<file path="src/rtl/pc_gen_if.sv">
// Fetch-stage PC generator bus: redirect requests in, fetch PC and flags out.
interface pc_gen_if #(
  parameter int W = 64
);
  logic         i_clk_en;
  logic         i_stall;
  logic         i_is_compressed;
  logic         i_br_valid;
  logic [W-1:0] i_br_target;
  logic         i_mret_valid;
  logic [W-1:0] i_mret_epc;
  logic         i_trap_valid;
  logic [W-1:0] i_trap_vec;
  logic [W-1:0] o_pc;
  logic         o_pc_valid;
  logic         o_redirect;
  logic         o_misaligned;
  logic [W-1:0] o_misaligned_addr;

  modport master (
    output i_clk_en, i_stall, i_is_compressed,
    output i_br_valid, i_br_target, i_mret_valid, i_mret_epc,
    output i_trap_valid, i_trap_vec,
    input  o_pc, o_pc_valid, o_redirect, o_misaligned, o_misaligned_addr
  );

  modport slave (
    input  i_clk_en, i_stall, i_is_compressed,
    input  i_br_valid, i_br_target, i_mret_valid, i_mret_epc,
    input  i_trap_valid, i_trap_vec,
    output o_pc, o_pc_valid, o_redirect, o_misaligned, o_misaligned_addr
  );
endinterface

</file>
<file path="src/rtl/pc_gen.sv">
// Program-counter generator: sequential stepping, prioritised redirects,
// stall-time redirect buffering and misaligned-target rejection.
//
// state | meaning
// BOOT  | first cycle after reset; PC = reset vector, not yet valid
// RUN   | normal fetch; PC steps or follows a redirect
// HOLD  | stalled with a redirect pending in the buffer
module pc_gen #(
  parameter logic [1:0]  XLEN         = 2'd2,
  parameter logic [63:0] RESET_VECTOR = 64'h0000_0000_8000_0000,
  parameter bit          C_EXT        = 1'b1
) (
  input logic     i_clk,
  input logic     i_rst,
  pc_gen_if.slave bus
);
  localparam int W = 1 << (int'(XLEN) + 4);

  typedef enum logic [1:0] {BOOT, RUN, HOLD} state_t;
  typedef enum logic [1:0] {PRI_NONE, PRI_BR, PRI_MRET, PRI_TRAP} pri_t;

  state_t       state_q, state_d;
  logic [W-1:0] pc_q, pc_d;
  logic         valid_q, valid_d;
  logic         redirect_q, redirect_d;
  logic         mis_q, mis_d;
  logic [W-1:0] mis_addr_q, mis_addr_d;
  logic [W-1:0] pend_tgt_q, pend_tgt_d;
  pri_t         pend_pri_q, pend_pri_d;

  pri_t         req_pri;
  logic [W-1:0] req_tgt;
  logic         req_mis;
  logic         req_ok;
  logic         req_higher;
  logic [W-1:0] seq_pc;
  logic [2:0]   step;

  always_ff @(posedge i_clk) begin
    if (i_rst) begin
      state_q    <= BOOT;
      pc_q       <= RESET_VECTOR[W-1:0];
      valid_q    <= 1'b0;
      redirect_q <= 1'b0;
      mis_q      <= 1'b0;
      mis_addr_q <= '0;
      pend_tgt_q <= '0;
      pend_pri_q <= PRI_NONE;
    end else if (bus.i_clk_en) begin
      state_q    <= state_d;
      pc_q       <= pc_d;
      valid_q    <= valid_d;
      redirect_q <= redirect_d;
      mis_q      <= mis_d;
      mis_addr_q <= mis_addr_d;
      pend_tgt_q <= pend_tgt_d;
      pend_pri_q <= pend_pri_d;
    end
  end

  always_comb begin
    req_pri = PRI_NONE;
    req_tgt = '0;
    if (bus.i_trap_valid) begin
      req_pri = PRI_TRAP;
      req_tgt = bus.i_trap_vec & ~{{(W-2){1'b0}}, 2'b11};
    end else if (bus.i_mret_valid) begin
      req_pri = PRI_MRET;
      req_tgt = bus.i_mret_epc;
    end else if (bus.i_br_valid) begin
      req_pri = PRI_BR;
      req_tgt = bus.i_br_target;
    end

    // Trap vectors are forced aligned, so only mret/branch can be rejected.
    req_mis    = ((req_pri == PRI_MRET) || (req_pri == PRI_BR)) &&
                 (req_tgt[0] || (!C_EXT && req_tgt[1]));
    req_ok     = (req_pri != PRI_NONE) && !req_mis;
    req_higher = req_pri > pend_pri_q;

    step   = (C_EXT && bus.i_is_compressed) ? 3'd2 : 3'd4;
    seq_pc = pc_q + {{(W-3){1'b0}}, step};

    state_d    = state_q;
    pc_d       = pc_q;
    valid_d    = valid_q;
    redirect_d = 1'b0;
    mis_d      = 1'b0;
    mis_addr_d = mis_addr_q;
    pend_tgt_d = pend_tgt_q;
    pend_pri_d = pend_pri_q;

    case (state_q)
      BOOT: begin
        valid_d = 1'b1;
        state_d = RUN;
      end
      RUN: begin
        if (req_mis) begin
          mis_d      = 1'b1;
          mis_addr_d = req_tgt;
        end
        if (!bus.i_stall) begin
          if (req_ok) begin
            pc_d       = req_tgt;
            redirect_d = 1'b1;
          end else begin
            pc_d = seq_pc;
          end
        end else if (req_ok) begin
          pend_tgt_d = req_tgt;
          pend_pri_d = req_pri;
          state_d    = HOLD;
        end
      end
      HOLD: begin
        // Only a strictly higher-priority request can disturb the pending one.
        if (req_higher && req_mis) begin
          mis_d      = 1'b1;
          mis_addr_d = req_tgt;
        end
        if (bus.i_stall) begin
          if (req_higher && req_ok) begin
            pend_tgt_d = req_tgt;
            pend_pri_d = req_pri;
          end
        end else begin
          pc_d       = (req_higher && req_ok) ? req_tgt : pend_tgt_q;
          redirect_d = 1'b1;
          pend_tgt_d = '0;
          pend_pri_d = PRI_NONE;
          state_d    = RUN;
        end
      end
      default: state_d = BOOT;
    endcase
  end

  assign bus.o_pc              = pc_q;
  assign bus.o_pc_valid        = valid_q;
  assign bus.o_redirect        = redirect_q;
  assign bus.o_misaligned      = mis_q;
  assign bus.o_misaligned_addr = mis_addr_q;
endmodule
</file>
<file path="src/flat_wrapper.sv">
// flat-port wrapper written by rule: the top's interface ports become plain ports
module pc_gen_flat 
#(
  parameter logic [1:0]  XLEN         = 2'd2,
  parameter logic [63:0] RESET_VECTOR = 64'h0000_0000_8000_0000,
  parameter bit          C_EXT        = 1'b1
)
  (i_clk, i_rst, bus_i_clk_en, bus_i_stall, bus_i_is_compressed, bus_i_br_valid, bus_i_br_target, bus_i_mret_valid, bus_i_mret_epc, bus_i_trap_valid, bus_i_trap_vec, bus_o_pc, bus_o_pc_valid, bus_o_redirect, bus_o_misaligned, bus_o_misaligned_addr);
  pc_gen_if bus_i ();
  input logic i_clk;
  input logic i_rst;
  input wire logic [$bits(bus_i.i_clk_en)-1:0] bus_i_clk_en;
  input wire logic [$bits(bus_i.i_stall)-1:0] bus_i_stall;
  input wire logic [$bits(bus_i.i_is_compressed)-1:0] bus_i_is_compressed;
  input wire logic [$bits(bus_i.i_br_valid)-1:0] bus_i_br_valid;
  input wire logic [$bits(bus_i.i_br_target)-1:0] bus_i_br_target;
  input wire logic [$bits(bus_i.i_mret_valid)-1:0] bus_i_mret_valid;
  input wire logic [$bits(bus_i.i_mret_epc)-1:0] bus_i_mret_epc;
  input wire logic [$bits(bus_i.i_trap_valid)-1:0] bus_i_trap_valid;
  input wire logic [$bits(bus_i.i_trap_vec)-1:0] bus_i_trap_vec;
  output wire logic [$bits(bus_i.o_pc)-1:0] bus_o_pc;
  output wire logic [$bits(bus_i.o_pc_valid)-1:0] bus_o_pc_valid;
  output wire logic [$bits(bus_i.o_redirect)-1:0] bus_o_redirect;
  output wire logic [$bits(bus_i.o_misaligned)-1:0] bus_o_misaligned;
  output wire logic [$bits(bus_i.o_misaligned_addr)-1:0] bus_o_misaligned_addr;
  assign bus_i.i_clk_en = bus_i_clk_en;
  assign bus_i.i_stall = bus_i_stall;
  assign bus_i.i_is_compressed = bus_i_is_compressed;
  assign bus_i.i_br_valid = bus_i_br_valid;
  assign bus_i.i_br_target = bus_i_br_target;
  assign bus_i.i_mret_valid = bus_i_mret_valid;
  assign bus_i.i_mret_epc = bus_i_mret_epc;
  assign bus_i.i_trap_valid = bus_i_trap_valid;
  assign bus_i.i_trap_vec = bus_i_trap_vec;
  assign bus_o_pc = bus_i.o_pc;
  assign bus_o_pc_valid = bus_i.o_pc_valid;
  assign bus_o_redirect = bus_i.o_redirect;
  assign bus_o_misaligned = bus_i.o_misaligned;
  assign bus_o_misaligned_addr = bus_i.o_misaligned_addr;
  pc_gen #(.XLEN(XLEN), .RESET_VECTOR(RESET_VECTOR), .C_EXT(C_EXT)) u_core (.i_clk(i_clk), .i_rst(i_rst), .bus(bus_i));
endmodule
</file>
<file path="config.mk">
export PLATFORM = sky130hd
export DESIGN_NAME = pc_gen_flat
export DESIGN_NICKNAME = d
export VERILOG_FILES = /design/src/rtl/pc_gen_if.sv /design/src/rtl/pc_gen.sv /design/src/flat_wrapper.sv
export SDC_FILE = /design/constraint.sdc
export NUM_CORES = 1
export LEC_CHECK = 0
export CAP_MARGIN = 20
export CORE_ASPECT_RATIO = 0.7
export CORE_MARGIN = 10
export CORE_UTILIZATION = 52
export CTS_CLUSTER_DIAMETER = 60
export CTS_CLUSTER_SIZE = 24
export DETAILED_ROUTE_END_ITERATION = 12
export PLACE_DENSITY = 0.84
export SLEW_MARGIN = 20
export SYNTH_ARGS = -nofsm -noshare
export SYNTH_HDL_FRONTEND = slang
export SYNTH_SLANG_ARGS = --single-unit
</file>
<file path="constraint.sdc">
create_clock -name i_clk -period 8 [get_ports i_clk]
set_clock_uncertainty 0.1 [all_clocks]
set_input_delay 1.2 -clock i_clk [delete_from_list [all_inputs] [get_ports i_clk]]
set_output_delay 1.2 -clock i_clk [all_outputs]
set_load 0.005 [all_outputs]
</file>
# ---- Word-level counts from Yosys, hierarchy flattened
# Cells that the tools add are included.
dict set report op_classes {
  eq_ne 11
  n_lt_le_gt_ge 1
  reduce_logical 15
  addsub 1
  muxes 35
}
# op count
set op_table {}
lappend op_table {{64-bit two-way mux} 12}
lappend op_table {{64-bit one-hot mux with 2 select lines} 3}
lappend op_table {{64-bit by 3-bit adder with 64-bit output} 1}
lappend op_table {{2-bit two-way mux} 9}
lappend op_table {{4-bit AND reduction} 4}
lappend op_table {{1-bit two-way mux} 6}
lappend op_table {{2-bit by 1-bit inequality test with 1-bit output (second input constant)} 3}
lappend op_table {{2-bit inequality test (second input constant)} 3}
lappend op_table {{2-bit one-hot mux with 3 select lines} 1}
lappend op_table {{5-bit AND reduction} 1}
lappend op_table {{2-bit by 1-bit == test with 1-bit output (second input constant)} 2}
lappend op_table {{2-bit == test (second input constant)} 2}
lappend op_table {{1-bit logical AND} 4}
lappend op_table {{1-bit one-hot mux with 2 select lines} 2}
lappend op_table {{2-bit one-hot mux with 2 select lines} 1}
lappend op_table {{2-bit nonzero test} 2}
lappend op_table {{3-bit two-way mux} 1}
lappend op_table {{3-bit by 2-bit inequality test with 1-bit output (second input constant)} 1}
lappend op_table {{2-bit > comparator} 1}
lappend op_table {{2-bit logical NOT} 1}
lappend op_table {{2-bit AND reduction} 1}
lappend op_table {{1-bit logical NOT} 1}
lappend op_table {{1-bit logical OR} 1}
dict set report totals {
  reg_bits 199
}

# ---- Depth between registers and ports, before layout
# Gate-level depths: netlist of run 1.
dict set report logic_depth {
  word_depth 12
  ltp_mapped 16
  mapped_depth_nobuf 10
}

# ---- Worst setup path before layout of run 1
# Ideal clock, no wire load.
dict set report synth_path {
  path_type {input-to-reg}
  start {input port bus_i_br_valid}
  end {register u_core.pend_tgt_q[12]}
  setup_time_ns 0.117
  cell_stages 16
  path_slack_ns 3.588
  arrival_ns 4.196
  required_ns 7.783
  path_cell_list {nor2b_1 > clkbuf_1 > clkbuf_1 > clkbuf_1 > nor2_1 > ha_1 > nand4b_1 > o211a_1 > clkbuf_1 > nand3_1 > o21ai_1 > and2_1 > clkbuf_1 > a21oi_1 > clkbuf_1 > a22o_1}
}
dict set report synth_between {
  elab_chain_len 12
  word_cells_on_any_way 22
  cone_classes {1 x order compare; 3 x eq/ne; 11 x mux; 7 x reduce/logical}
}
# element line
set synth_lines {}
lappend synth_lines {{from (decl)} flat_wrapper.sv:15} ;# input wire logic [$bits(bus_i.i_br_valid)-1:0] bus_i_br_valid;
lappend synth_lines {{1-bit two-way mux} pc_gen.sv:70} ;# end else if (bus.i_br_valid) begin
lappend synth_lines {{2-bit two-way mux} pc_gen.sv:67} ;# end else if (bus.i_mret_valid) begin
lappend synth_lines {{2-bit two-way mux} pc_gen.sv:64} ;# if (bus.i_trap_valid) begin
lappend synth_lines {{2-bit == test or 2-bit by 1-bit == test with 1-bit output (tied branches)} pc_gen.sv:76} ;# req_mis = ((req_pri == PRI_MRET) || (req_pri == PRI_BR)) &&
lappend synth_lines {{1-bit logical OR} pc_gen.sv:76}
lappend synth_lines {{1-bit logical AND} pc_gen.sv:76}
lappend synth_lines {{1-bit logical NOT} pc_gen.sv:78} ;# req_ok = (req_pri != PRI_NONE) && !req_mis;
lappend synth_lines {{1-bit logical AND} pc_gen.sv:78}
lappend synth_lines {{1-bit logical AND} pc_gen.sv:123} ;# if (req_higher && req_ok) begin
lappend synth_lines {{64-bit two-way mux} -}
lappend synth_lines {{64-bit two-way mux} pc_gen.sv:122} ;# if (bus.i_stall) begin
lappend synth_lines {{64-bit one-hot mux with 2 select lines} pc_gen.sv:93} ;# case (state_q)
lappend synth_lines {{to (signal assigned)} pc_gen.sv:56} ;# pend_tgt_q <= pend_tgt_d;
lappend synth_lines {{to (decl)} pc_gen.sv:28} ;# logic [W-1:0] pend_tgt_q, pend_tgt_d;
# Several ways; a longest one is shown, not always the timed one. The select of a mux whose other input is x is not followed.
# A chain may end at the register's enable or synchronous reset.

# ---- Worst setup path in the final report of run 1
dict set report layout_path {
  start {input port bus_i_mret_valid}
  end {register u_core.pc_q[47] (netlist: u_core.bus.o_pc[47])}
}
dict set report layout_between {
  elab_chain_len 11
  word_cells_on_any_way 18
  cone_classes {1 x order compare; 2 x eq/ne; 9 x mux; 6 x reduce/logical}
}
# element line
set layout_lines {}
lappend layout_lines {{from (decl)} flat_wrapper.sv:17} ;# input wire logic [$bits(bus_i.i_mret_valid)-1:0] bus_i_mret_valid;
lappend layout_lines {{2-bit two-way mux} pc_gen.sv:67}
lappend layout_lines {{2-bit two-way mux} pc_gen.sv:64}
lappend layout_lines {{2-bit == test or 2-bit by 1-bit == test with 1-bit output (tied branches)} pc_gen.sv:76}
lappend layout_lines {{1-bit logical OR} pc_gen.sv:76}
lappend layout_lines {{1-bit logical AND} pc_gen.sv:76}
lappend layout_lines {{1-bit logical NOT} pc_gen.sv:78}
lappend layout_lines {{1-bit logical AND} pc_gen.sv:78}
lappend layout_lines {{1-bit logical AND} pc_gen.sv:128} ;# pc_d = (req_higher && req_ok) ? req_tgt : pend_tgt_q;
lappend layout_lines {{64-bit two-way mux} pc_gen.sv:128}
lappend layout_lines {{64-bit two-way mux} pc_gen.sv:122}
lappend layout_lines {{64-bit one-hot mux with 2 select lines (*)} pc_gen.sv:93}
lappend layout_lines {{to (signal assigned)} pc_gen.sv:42} ;# pc_q <= RESET_VECTOR[W-1:0];
lappend layout_lines {{to (signal assigned)} pc_gen.sv:51} ;# pc_q <= pc_d;
lappend layout_lines {{to (decl)} pc_gen.sv:23} ;# logic [W-1:0] pc_q, pc_d;
# Mark *: on every way between the ends. The rest lies on a longest branch, timed or not. The select of a mux whose other input is x is not followed.

==> impl_metrics.py, run 1 <==
metrics = {
    "status": {
        "outcome": "finished clean",
    },
    "clock_network": {
        "post_cts_buffers": 0,
        "cts-hold-fix-buffers": 0,
        "clkSinkCount": 199,
        "cts_tree": "done",
        "htreeDepth": 4,
        "clk_latency_ns": 0.46,
        "numCtsBuffers": 17,
        "post_cts_resized": 0,
        "cts-root-buf": "clkbuf_16",
        "clk_pin_slew_ns": 0.08,
        "cts_buffer_depth": 2,
    },
    "sta": {
        "hold_violations": 0,
        "timing.final.crit_share_pct": 62.57,
        "drv_slew": 0,
        "finalSetupViolCount": 0,
        "tightestPinTransition_ns": 1.103,
        "rsz0062_at_grt": "no",
        "slew_headroom_pct": 26.45,
        "final.setup.tns_ns": 0,
        "min_period_ns": 5.005,
        "clock.fmax_mhz": 199.8,
        "whs_ns": 0.3545,
    },
    "detailed_routing": {
        "drc": 0,
        "vias_per_cell": 6.389,
        "postRouteAntennaNets": 0,
        "drt-initial-drc-count": 1908,
        "drt_first_pass_iters": 7,
        "wire_per_inst_um": 22.89,
        "wirelength_um": 48360,
        "dr_total_vias": 13500,
    },
    "placed_design": {
        "postPlaceCellArea_um2": 14740,
        "hpwl_um": 34560,
        "portBuffers": 328,
        "gp_congestion": 0.9679,
    },
    "global_routing": {
        "grt_max_degree": 123,
        "grt_pass1_vias": 12720,
        "grt_pass1_wl_um": 71660,
        "grt.overflow.total": 0,
        "track_usage_pct": 31.98,
        "antenna_found_initial": 0,
    },
    "setup_path": {
        "cp_data_arrival_time_ns": 5.27,
        "crit_path_end_kind": "flop",
        "crit_fanout": 69,
        "path_class": "primary input to flop",
        "cp.required_ns": 8.26,
        "crit_path_start_kind": "primary input",
    },
    "die": {
        "design.die.area_um2": 28270,
        "ioPinCount": 331,
        "row_count": 45,
        "coreArea_um2": 21560,
        "die_x_um": 196.7,
        "fp.dieH_um": 143.7,
        "start_util_pct": 52.71,
    },
    "cells_and_area": {
        "layout_common_cells": "clkdlybuf4s50_1, nand2_1, dfxtp_1",
        "antenna_cells": 0,
        "final_common_cell": "clkdlybuf4s50_1",
        "fin_nets": 2027,
        "final_area_um2": 15340,
        "drive_above_1_share_pct": 4.806,
        "syn2layout_area_growth_pct": 34.95,
    },
    "power": {
        "p_per_area_nw_per_um2": 166.1,
        "ir_drop_mv": 0.1526,
        "leakagePower_nw": 5.321,
        "finalPower_w": 0.002548,
    },
    "flow_run": {
        "maxCapViolCount": 0,
    },
    "yosys": {
        "ys_seq_elements": 199,
        "seq_area_frac_synth_pct": 35.05,
        "syn_inst": 1576,
        "yosysWarnings": 0,
        "synth_ff_type": "dfxtp_1",
        "synth.avg_cell_area_um2": 7.212,
        "netlist_area_um2": 11370,
        "ys_async_sr_fraction_pct": 0,
        "synth_fp_nets": 1785,
        "synth_cell_types": 76,
        "synth-edff-count": 0,
    },
    "hold_path": {
        "min-delay-path-class": "flop to flop",
    },
}
-- power breakdown --
part	internal (W)	switching, W
Sequential	0.00103	0.0000403
Clock	0.000479	0.000434
Combinational	0.000242	0.000321
Total	0.00175	0.000795
-- state kept, by name, indices dropped and copies added (netlist names) --
| signal | cells |
|---|---|
| u_core.bus.o_redirect | 1 |
| u_core.bus.o_misaligned | 1 |
| u_core.state_q | 2 |
| u_core.bus.o_pc_valid | 1 |
| u_core.bus.o_misaligned_addr | 64 |
| u_core.pend_pri_q | 2 |
| u_core.bus.o_pc | 64 |
| u_core.pend_tgt_q | 64 |
-- critical path, cell delays in order --
cell and delay (ns):
buf_2 0.07, buf_4 0.59, nor2_1 0.21, ha_1 0.36, nand4b_1 0.14, o211a_1 0.75
nand2_2 0.84, nand3_1 0.65, o22ai_1 0.17, nor4_1 0.25
-- cell type report --
class                           count  area (um^2)
Clock buffer                       18        439.2
Clock inverter                     14        162.7
Fill cell                        1837         6226
Inverter                           32        120.1
Multi-Input combinational cell   1210         6782
Sequential cell                   199         3984
Tap cell                          282        352.8
Timing Repair Buffer              358         3498
-- per-layer routing --
layer	part of all wire (%)	wire length [um]	GRT usage, %	vias up
met5	0	0	0	-
met4	4.5	2169	14.00	0
met3	11	5460	8.682	137
met2	46	22320	51.83	877
met1	38	18410	39.24	6287
li1	-	-	-	6199
-- synth_stat cells, types with 16 or more instances --
| cell type | instances | area (um^2) |
|---|---|---|
| a211oi_1 | 30 | 225.2 |
| a21oi_1 | 163 | 815.8 |
| a221oi_1 | 29 | 254.0 |
| a22o_1 | 40 | 350.3 |
| a22oi_1 | 62 | 465.5 |
| clkbuf_1 | 118 | 442.9 |
| dfxtp_1 | 199 | 3984 |
| inv_1 | 31 | 116.4 |
| nand2_1 | 319 | 1197 |
| nand3_1 | 30 | 150.1 |
| nand4_1 | 26 | 162.7 |
| nor2_1 | 116 | 435.4 |
| nor3_1 | 45 | 225.2 |
| o21ai_0 | 129 | 645.6 |
| o221ai_1 | 19 | 166.4 |
| xnor2_1 | 16 | 140.1 |
| xor2_1 | 16 | 140.1 |
-- worst paths after layout --
path                                                         to                                           from  cells after the start  slack, ns
setup / recovery               u_core.bus.o_pc[47]$_SDFFE_PP0P_                               bus_i_mret_valid                     10       2.99
hold / removal    u_core.bus.o_misaligned_addr[55]$_SDFFE_PP0P_  u_core.bus.o_misaligned_addr[55]$_SDFFE_PP0P_                      2       0.35
setup reg to reg               u_core.bus.o_pc[63]$_SDFFE_PP0P_                u_core.bus.o_pc[1]$_SDFFE_PP0P_                     10       4.10
hold reg to reg   u_core.bus.o_misaligned_addr[55]$_SDFFE_PP0P_  u_core.bus.o_misaligned_addr[55]$_SDFFE_PP0P_                      2       0.35
-- through the flow --
| step | util [%] | worst slack [ns] | instances |
|---|---|---|---|
| after detailed placement | 68.34 | 2.746 | 2081 |
| after global routing | 71.13 | 2.883 | 2113 |
| after CTS | 71.13 | 3.212 | 2113 |
| after floorplan | - | 3.588 | 1576 |
| after global placement | 68.29 | 2.807 | 2080 |
| final | 71.13 | 2.995 | 2113 |
-- kinds of logic (layout without fill, tap and decap cells) --
| family | after synthesis | count (layout) | share of synthesized area (%) |
|---|---|---|---|
| buffers and inverters | 167 | 422 | 5.801 |
| xor gates and xnor gates | 32 | 32 | 2.466 |
| adders and majority gates | 9 | 9 | 1.057 |
| DFF | 199 | 199 | 35.05 |
| muxes | 2 | 2 | 0.1761 |
| AOI/OAI and AO/OA | 558 | 558 | 31.67 |
| and+or+nand+nor | 609 | 609 | 23.78 |
Power figures use the tool's default switching activity.
==> run 2, diff against run 1 <==
--- a/config.mk
+++ b/config.mk
@@ -8,11 +8,11 @@
 export CAP_MARGIN = 20
 export CORE_ASPECT_RATIO = 0.7
 export CORE_MARGIN = 10
-export CORE_UTILIZATION = 52
+export CORE_UTILIZATION = 44
 export CTS_CLUSTER_DIAMETER = 60
 export CTS_CLUSTER_SIZE = 24
 export DETAILED_ROUTE_END_ITERATION = 12
-export PLACE_DENSITY = 0.84
+export PLACE_DENSITY = 0.75
 export SLEW_MARGIN = 20
 export SYNTH_ARGS = -nofsm -noshare
 export SYNTH_HDL_FRONTEND = slang
==> constraint.sdc (replaced) <==
create_clock -name i_clk -period 4.2 [get_ports i_clk]
set_clock_uncertainty 0.1 [all_clocks]
set_input_delay 0.63 -clock i_clk [delete_from_list [all_inputs] [get_ports i_clk]]
set_output_delay 0.63 -clock i_clk [all_outputs]
set_load 0.005 [all_outputs]
==> run 2 against run 1 <==
Net effect: register-to-register slack got worse by 3.3 ns; core utilization shrank 9.6 points; largest power group unchanged; critical path type unchanged; worst hold slack lost 0.00076 ns; combinational power is 99% higher; design area grew 2.6%; wire length rose by 3.1%.
==> impl_metrics.py, run 2 (same netlist as run 1, synthesis figures left out) <==
metrics = {
    "sta": {
        "drv_slew": 0,
        "min_period_ns": 3.713,
        "timing.final.crit_share_pct": 88.40,
        "clock.fmax_mhz": 269.3,
        "rsz0062_at_grt": "no",
        "hold_violations": 0,
        "slew_headroom_pct": 30.06,
        "tightestPinTransition_ns": 1.042,
        "whs_ns": 0.3538,
        "finalSetupViolCount": 0,
        "final.setup.tns_ns": 0,
    },
    "detailed_routing": {
        "postRouteAntennaNets": 0,
        "drc": 0,
        "wirelength_um": 49840,
        "drt-initial-drc-count": 1481,
        "vias_per_cell": 6.215,
        "dr_total_vias": 13700,
        "wire_per_inst_um": 22.61,
        "drt_first_pass_iters": 6,
    },
    "power": {
        "p_per_area_nw_per_um2": 311.1,
        "ir_drop_mv": 0.3070,
        "leakagePower_nw": 5.531,
        "finalPower_w": 0.004894,
    },
    "setup_path": {
        "cp_cell_sequence": "clkdlybuf4s50_1, ha_1, inv_1, fa_1, nor2b_1, nand4_1, or4_4, nor3_4, or4b_1, and3_1, a221o_1",
        "cp_slowest_cell": "or4_4",
        "crit_path_start_kind": "primary input",
        "crit_path_end_kind": "flop",
        "reg2reg_slack_ns": 0.82,
        "cp_data_arrival_time_ns": 3.97,
        "slowest_delay_ns": 0.62,
        "timing.rr.end": "u_core.bus.o_pc[63]$_SDFFE_PP0P_",
        "path_class": "primary input to flop",
        "r2r_start": "u_core.bus.o_pc[1]$_SDFFE_PP0P_",
        "cp.required_ns": 4.45,
        "reg2reg_depth": 10,
        "crit_fanout": 4,
    },
    "hold_path": {
        "min-delay-path-class": "flop to flop",
        "hold_depth": 2,
        "holdPathEnd": "u_core.bus.o_misaligned_addr[32]$_SDFFE_PP0P_",
        "min-delay-start": "u_core.bus.o_misaligned_addr[32]$_SDFFE_PP0P_",
    },
    "global_routing": {
        "grt.overflow.total": 0,
        "grt_pass1_vias": 13000,
        "track_usage_pct": 28.88,
        "grt_use_met3_pct": 6.905,
        "gr-usage-met2_pct": 46.78,
        "busiest_layer": "met2",
        "grt_pass1_wl_um": 75250,
        "grt_max_degree": 123,
        "use_met1_pct": 36.00,
        "antenna_found_initial": 0,
    },
    "clock_network": {
        "numCtsBuffers": 17,
        "cts-root-buf": "clkbuf_16",
        "clk_latency_ns": 0.46,
        "cts-hold-fix-buffers": 0,
        "clkSinkCount": 199,
        "cts_buffer_depth": 2,
        "post_cts_resized": 0,
        "post_cts_buffers": 0,
        "clk_pin_slew_ns": 0.08,
        "htreeDepth": 4,
        "cts_tree": "done",
    },
    "die": {
        "start_util_pct": 44.46,
        "die_x_um": 212.1,
        "fp.dieH_um": 154.5,
        "row_count": 49,
        "design.die.area_um2": 32760,
        "coreArea_um2": 25570,
        "ioPinCount": 331,
    },
    "placed_design": {
        "gp_congestion": 0.9630,
        "portBuffers": 328,
        "hpwl_um": 36570,
    },
    "flow_run": {
        "maxCapViolCount": 0,
    },
    "cells_and_area": {
        "fin_nets": 2069,
        "final_common_cell": "clkdlybuf4s50_1",
        "drive_above_1_share_pct": 6.727,
        "antenna_cells": 0,
        "layout_common_cells": "clkdlybuf4s50_1, nand2_1, dfxtp_1",
        "final_util_pct": 61.53,
        "fillers": 2256,
        "syn2layout_area_growth_pct": 38.40,
        "regArea_um2": 3984,
        "multi_input_area_um2": 6760,
    },
    "status": {
        "outcome": "finished clean",
    },
}
-- run 2: cell types whose count changed in the layout (fill, tap and decap cells not counted), sizes merged --
cell / change
buf: +42
clkbuf: +2
inv: -4
clkinvlp: +2
-- run 2: critical path: cells and delay by family --
kind / cells / cell delay (ns)
compound gates: 1 / 0.25
buf+inv: 2 / 0.59
simple gates: 6 / 1.88
fa+ha+maj: 2 / 0.61
-- run 2: cell type report --
| type | instances | share of cell area (%) |
|---|---|---|
| Multi-Input combinational cell | 1210 | 42.98 |
| Inverter | 32 | 0.7636 |
| Tap cell | 331 | 2.633 |
| Timing Repair Buffer | 400 | 24.48 |
| Clock inverter | 12 | 0.9147 |
| Sequential cell | 199 | 25.33 |
| Clock buffer | 20 | 2.903 |
-- run 2: worst max-delay path by stage --
| stage | from | endpoint | slack [ns] | depth (start not counted) |
|---|---|---|---|---|
| 2_1_floorplan | bus_i_br_valid | u_core.pend_tgt_q[2]$_SDFFE_PP0P_ | 0.36 | 16 |
| 6_report | bus_i_is_compressed | u_core.bus.o_pc[63]$_SDFFE_PP0P_ | 0.49 | 11 |
| 3_3_place_gp | bus_i_is_compressed | u_core.bus.o_pc[63]$_SDFFE_PP0P_ | 0.15 | 11 |
| 4_1_cts | bus_i_is_compressed | u_core.bus.o_pc[63]$_SDFFE_PP0P_ | 0.55 | 11 |
| 5_1_grt | bus_i_is_compressed | u_core.bus.o_pc[63]$_SDFFE_PP0P_ | 0.38 | 11 |
| 3_5_place_dp | bus_i_is_compressed | u_core.bus.o_pc[63]$_SDFFE_PP0P_ | 0.07 | 11 |
-- run 2: per-layer routing --
metal,vias to the layer above,share of wire [%]
li1,6271,-
met1,6507,39
met2,802,47
met3,118,10
met4,0,3.8
met5,-,0
-- run 2: power breakdown --
part | switching, W | total [W] | internal, W
Sequential | 0.0000770 | 0.00204 | 0.00197
Clock | 0.000807 | 0.00173 | 0.000920
Combinational | 0.000621 | 0.00112 | 0.000502
Total | 0.00151 | 0.00489 | 0.00339
-- run 2: metrics by stage --
step | instances | cell area (um^2) | setup slack (ns)
floorplan | 1576 | 11370 | 0.3576
global placement | 2172 | 15130 | 0.1475
global route | 2204 | 15730 | 0.3831
detailed placement | 2172 | 15130 | 0.07465
finish | 2204 | 15730 | 0.4871
CTS | 2204 | 15730 | 0.5495
==> run 3, diff against run 2 <==
--- a/config.mk
+++ b/config.mk
@@ -8,11 +8,11 @@
 export CAP_MARGIN = 20
 export CORE_ASPECT_RATIO = 0.7
 export CORE_MARGIN = 10
-export CORE_UTILIZATION = 44
+export CORE_UTILIZATION = 40
 export CTS_CLUSTER_DIAMETER = 60
 export CTS_CLUSTER_SIZE = 24
 export DETAILED_ROUTE_END_ITERATION = 12
-export PLACE_DENSITY = 0.75
+export PLACE_DENSITY = 0.66
 export SLEW_MARGIN = 20
 export SYNTH_ARGS = -nofsm -noshare
 export SYNTH_HDL_FRONTEND = slang
==> constraint.sdc (replaced) <==
create_clock -name i_clk -period 4.8 [get_ports i_clk]
set_clock_uncertainty 0.1 [all_clocks]
set_input_delay 0.72 -clock i_clk [delete_from_list [all_inputs] [get_ports i_clk]]
set_output_delay 0.72 -clock i_clk [all_outputs]
set_load 0.005 [all_outputs]
==> run 3 against run 2 <==
Net effect: count of clock-buffer cells in the layout up 2; critical path type unchanged; highest routed layer unchanged; core utilization down 5.4 points; via count down 2.6%; first-iteration DRC count down 5.1%; combinational power down 14%; global-route usage down 2.1 points.
==> impl_metrics.py, run 3 (same netlist as run 1, synthesis figures left out) <==
metrics = {
    "power": {
        "sw_frac_of_total_pct": 29.62,
        "p_comb_share_pct": 22.5,
        "netSwitchingPower_w": 0.001268,
        "leakagePower_nw": 5.445,
        "intPower_w": 0.003012,
        "p_per_area_nw_per_um2": 273.6,
        "clkPwrFrac_pct": 35.7,
        "ir_drop_mv": 0.2349,
        "finalPower_w": 0.004280,
        "seqPwrFrac_pct": 41.8,
    },
    "sta": {
        "min_period_ns": 3.875,
        "hold_violations": 0,
        "drv_slew": 0,
        "slew_headroom_pct": 30.77,
        "rsz0062_at_grt": "no",
        "timing.final.crit_share_pct": 80.73,
        "final.setup.tns_ns": 0,
        "whs_ns": 0.3535,
        "finalSetupViolCount": 0,
        "tightestPinTransition_ns": 1.028,
        "clock.fmax_mhz": 258.1,
    },
    "global_routing": {
        "grt_pass1_vias": 12550,
        "antenna_found_initial": 0,
        "grt_pass1_wl_um": 75640,
        "grt.overflow.total": 0,
        "track_usage_pct": 26.76,
        "grt_max_degree": 69,
    },
    "cells_and_area": {
        "layout_common_cells": "clkdlybuf4s50_1, nand2_1, dfxtp_1",
        "final_area_um2": 15650,
        "syn2layout_area_growth_pct": 37.66,
        "fin_nets": 2051,
        "drive_above_1_share_pct": 5.720,
        "final_common_cell": "clkdlybuf4s50_1",
    },
    "clock_network": {
        "clk_latency_ns": 0.46,
        "post_cts_resized": 0,
        "cts_buffer_depth": 2,
        "clk_pin_slew_ns": 0.07,
        "clkSinkCount": 199,
        "post_cts_buffers": 0,
        "cts-root-buf": "clkbuf_16",
        "cts-hold-fix-buffers": 0,
        "numCtsBuffers": 17,
        "cts_tree": "done",
        "htreeDepth": 4,
    },
    "placed_design": {
        "portBuffers": 328,
        "hpwl_um": 37920,
        "postPlaceCellArea_um2": 15030,
        "gp_congestion": 0.9169,
    },
    "setup_path": {
        "cp_top_family": "simple AND/OR/NAND/NOR gates",
        "crit_path_start_kind": "primary input",
        "crit_buf_inv": 2,
        "cp_cell_sequence": "clkdlybuf4s50_1, ha_1, inv_1, fa_1, nor2b_1, nand4_1, or4_4, nor3_4, or4b_1, and3_1, a221o_1",
        "crit_path_end_kind": "flop",
        "cp_data_arrival_time_ns": 4.12,
        "cp_slowest_cell": "or4_4",
        "crit_fanout": 5,
        "path_class": "primary input to flop",
        "cp.required_ns": 5.04,
        "slowest_delay_ns": 0.65,
    },
    "die": {
        "fp.dieH_um": 161.0,
        "coreArea_um2": 27890,
        "die_x_um": 221.5,
        "row_count": 51,
        "design.die.area_um2": 35670,
        "start_util_pct": 40.76,
        "ioPinCount": 331,
    },
    "detailed_routing": {
        "wire_per_inst_um": 22.94,
        "wirelength_um": 51040,
        "dr_total_vias": 13340,
        "drc": 0,
        "vias_per_cell": 5.997,
        "postRouteAntennaNets": 0,
        "drt_first_pass_iters": 6,
        "drt-initial-drc-count": 1405,
    },
    "flow_run": {
        "maxCapViolCount": 0,
    },
    "hold_path": {
        "min-delay-path-class": "flop to flop",
    },
    "status": {
        "outcome": "finished clean",
    },
}
==> run 3: cell count changes in the layout (fill, tap and decap cells not counted), sizes merged <==
cell      before  now
buf           75   57
bufinv         2    3
clkbuf        20   22
clkinv         7    5
clkinvlp       2    1
diode          0    1
inv           33   31
==> run 3: metal layers <==
metal  up-vias  global-route usage (%)  part of all wire, %
li1       6238                       -                    -
met2       664                   45.03                   49
met1      6366                   33.51                   40
met4         0                   8.726                  2.6
met3        75                   5.681                  8.3
met5         -                       0                    0
==> run 3: layout make-up <==
class	count	area, um^2
inverters	32	120.1
well taps	371	464.2
fillers	2695	12240
repair buffers	382	3704
diodes	1	2.502
multi-input cells	1210	6766
flip-flops and latches	199	3984
clock inverters	8	121.4
clock buffers	22	484.2
==> run 3: power groups by stage <==
stage          Clock (W)  Sequential, W  Combinational, W
2_1_floorplan          0        0.00181          0.000465
3_3_place_gp           0        0.00182          0.000936
3_5_place_dp           0        0.00182          0.000945
4_1_cts          0.00154        0.00179          0.000950
5_1_grt          0.00161        0.00180           0.00104
6_report         0.00153        0.00179          0.000961
==> run 3: worst paths after layout <==
check	endpoint	depth (start not counted)	slack, ns	startpoint
max	u_core.bus.o_pc[63]$_SDFFE_PP0P_	11	0.92	bus_i_is_compressed
min	u_core.bus.o_misaligned_addr[47]$_SDFFE_PP0P_	2	0.35	u_core.bus.o_misaligned_addr[47]$_SDFFE_PP0P_
max reg2reg	u_core.bus.o_pc[63]$_SDFFE_PP0P_	10	1.31	u_core.bus.o_pc[1]$_SDFFE_PP0P_
min reg2reg	u_core.bus.o_misaligned_addr[47]$_SDFFE_PP0P_	2	0.35	u_core.bus.o_misaligned_addr[47]$_SDFFE_PP0P_
==> run 3: through the flow <==
step	setup slack, ns	util (%)	std cells
3_5_place_dp	0.5112	53.91	2194
5_1_grt	0.7988	56.10	2224
2_1_floorplan	0.8676	-	1576
4_1_cts	0.9851	56.08	2224
6_report	0.9249	56.11	2225
3_3_place_gp	0.5632	53.91	2194
==> run 3: worst reg2reg max path, cell delays in order, from the launching register on <==
cell and delay [ns]:
dfxtp_1 0.41, ha_1 0.20, inv_1 0.06, fa_1 0.42, nor2b_1 0.18, nand4_1 0.23, or4_4 0.65, nor3_4 0.16
or4b_1 0.51, and3_1 0.21, a221o_1 0.26
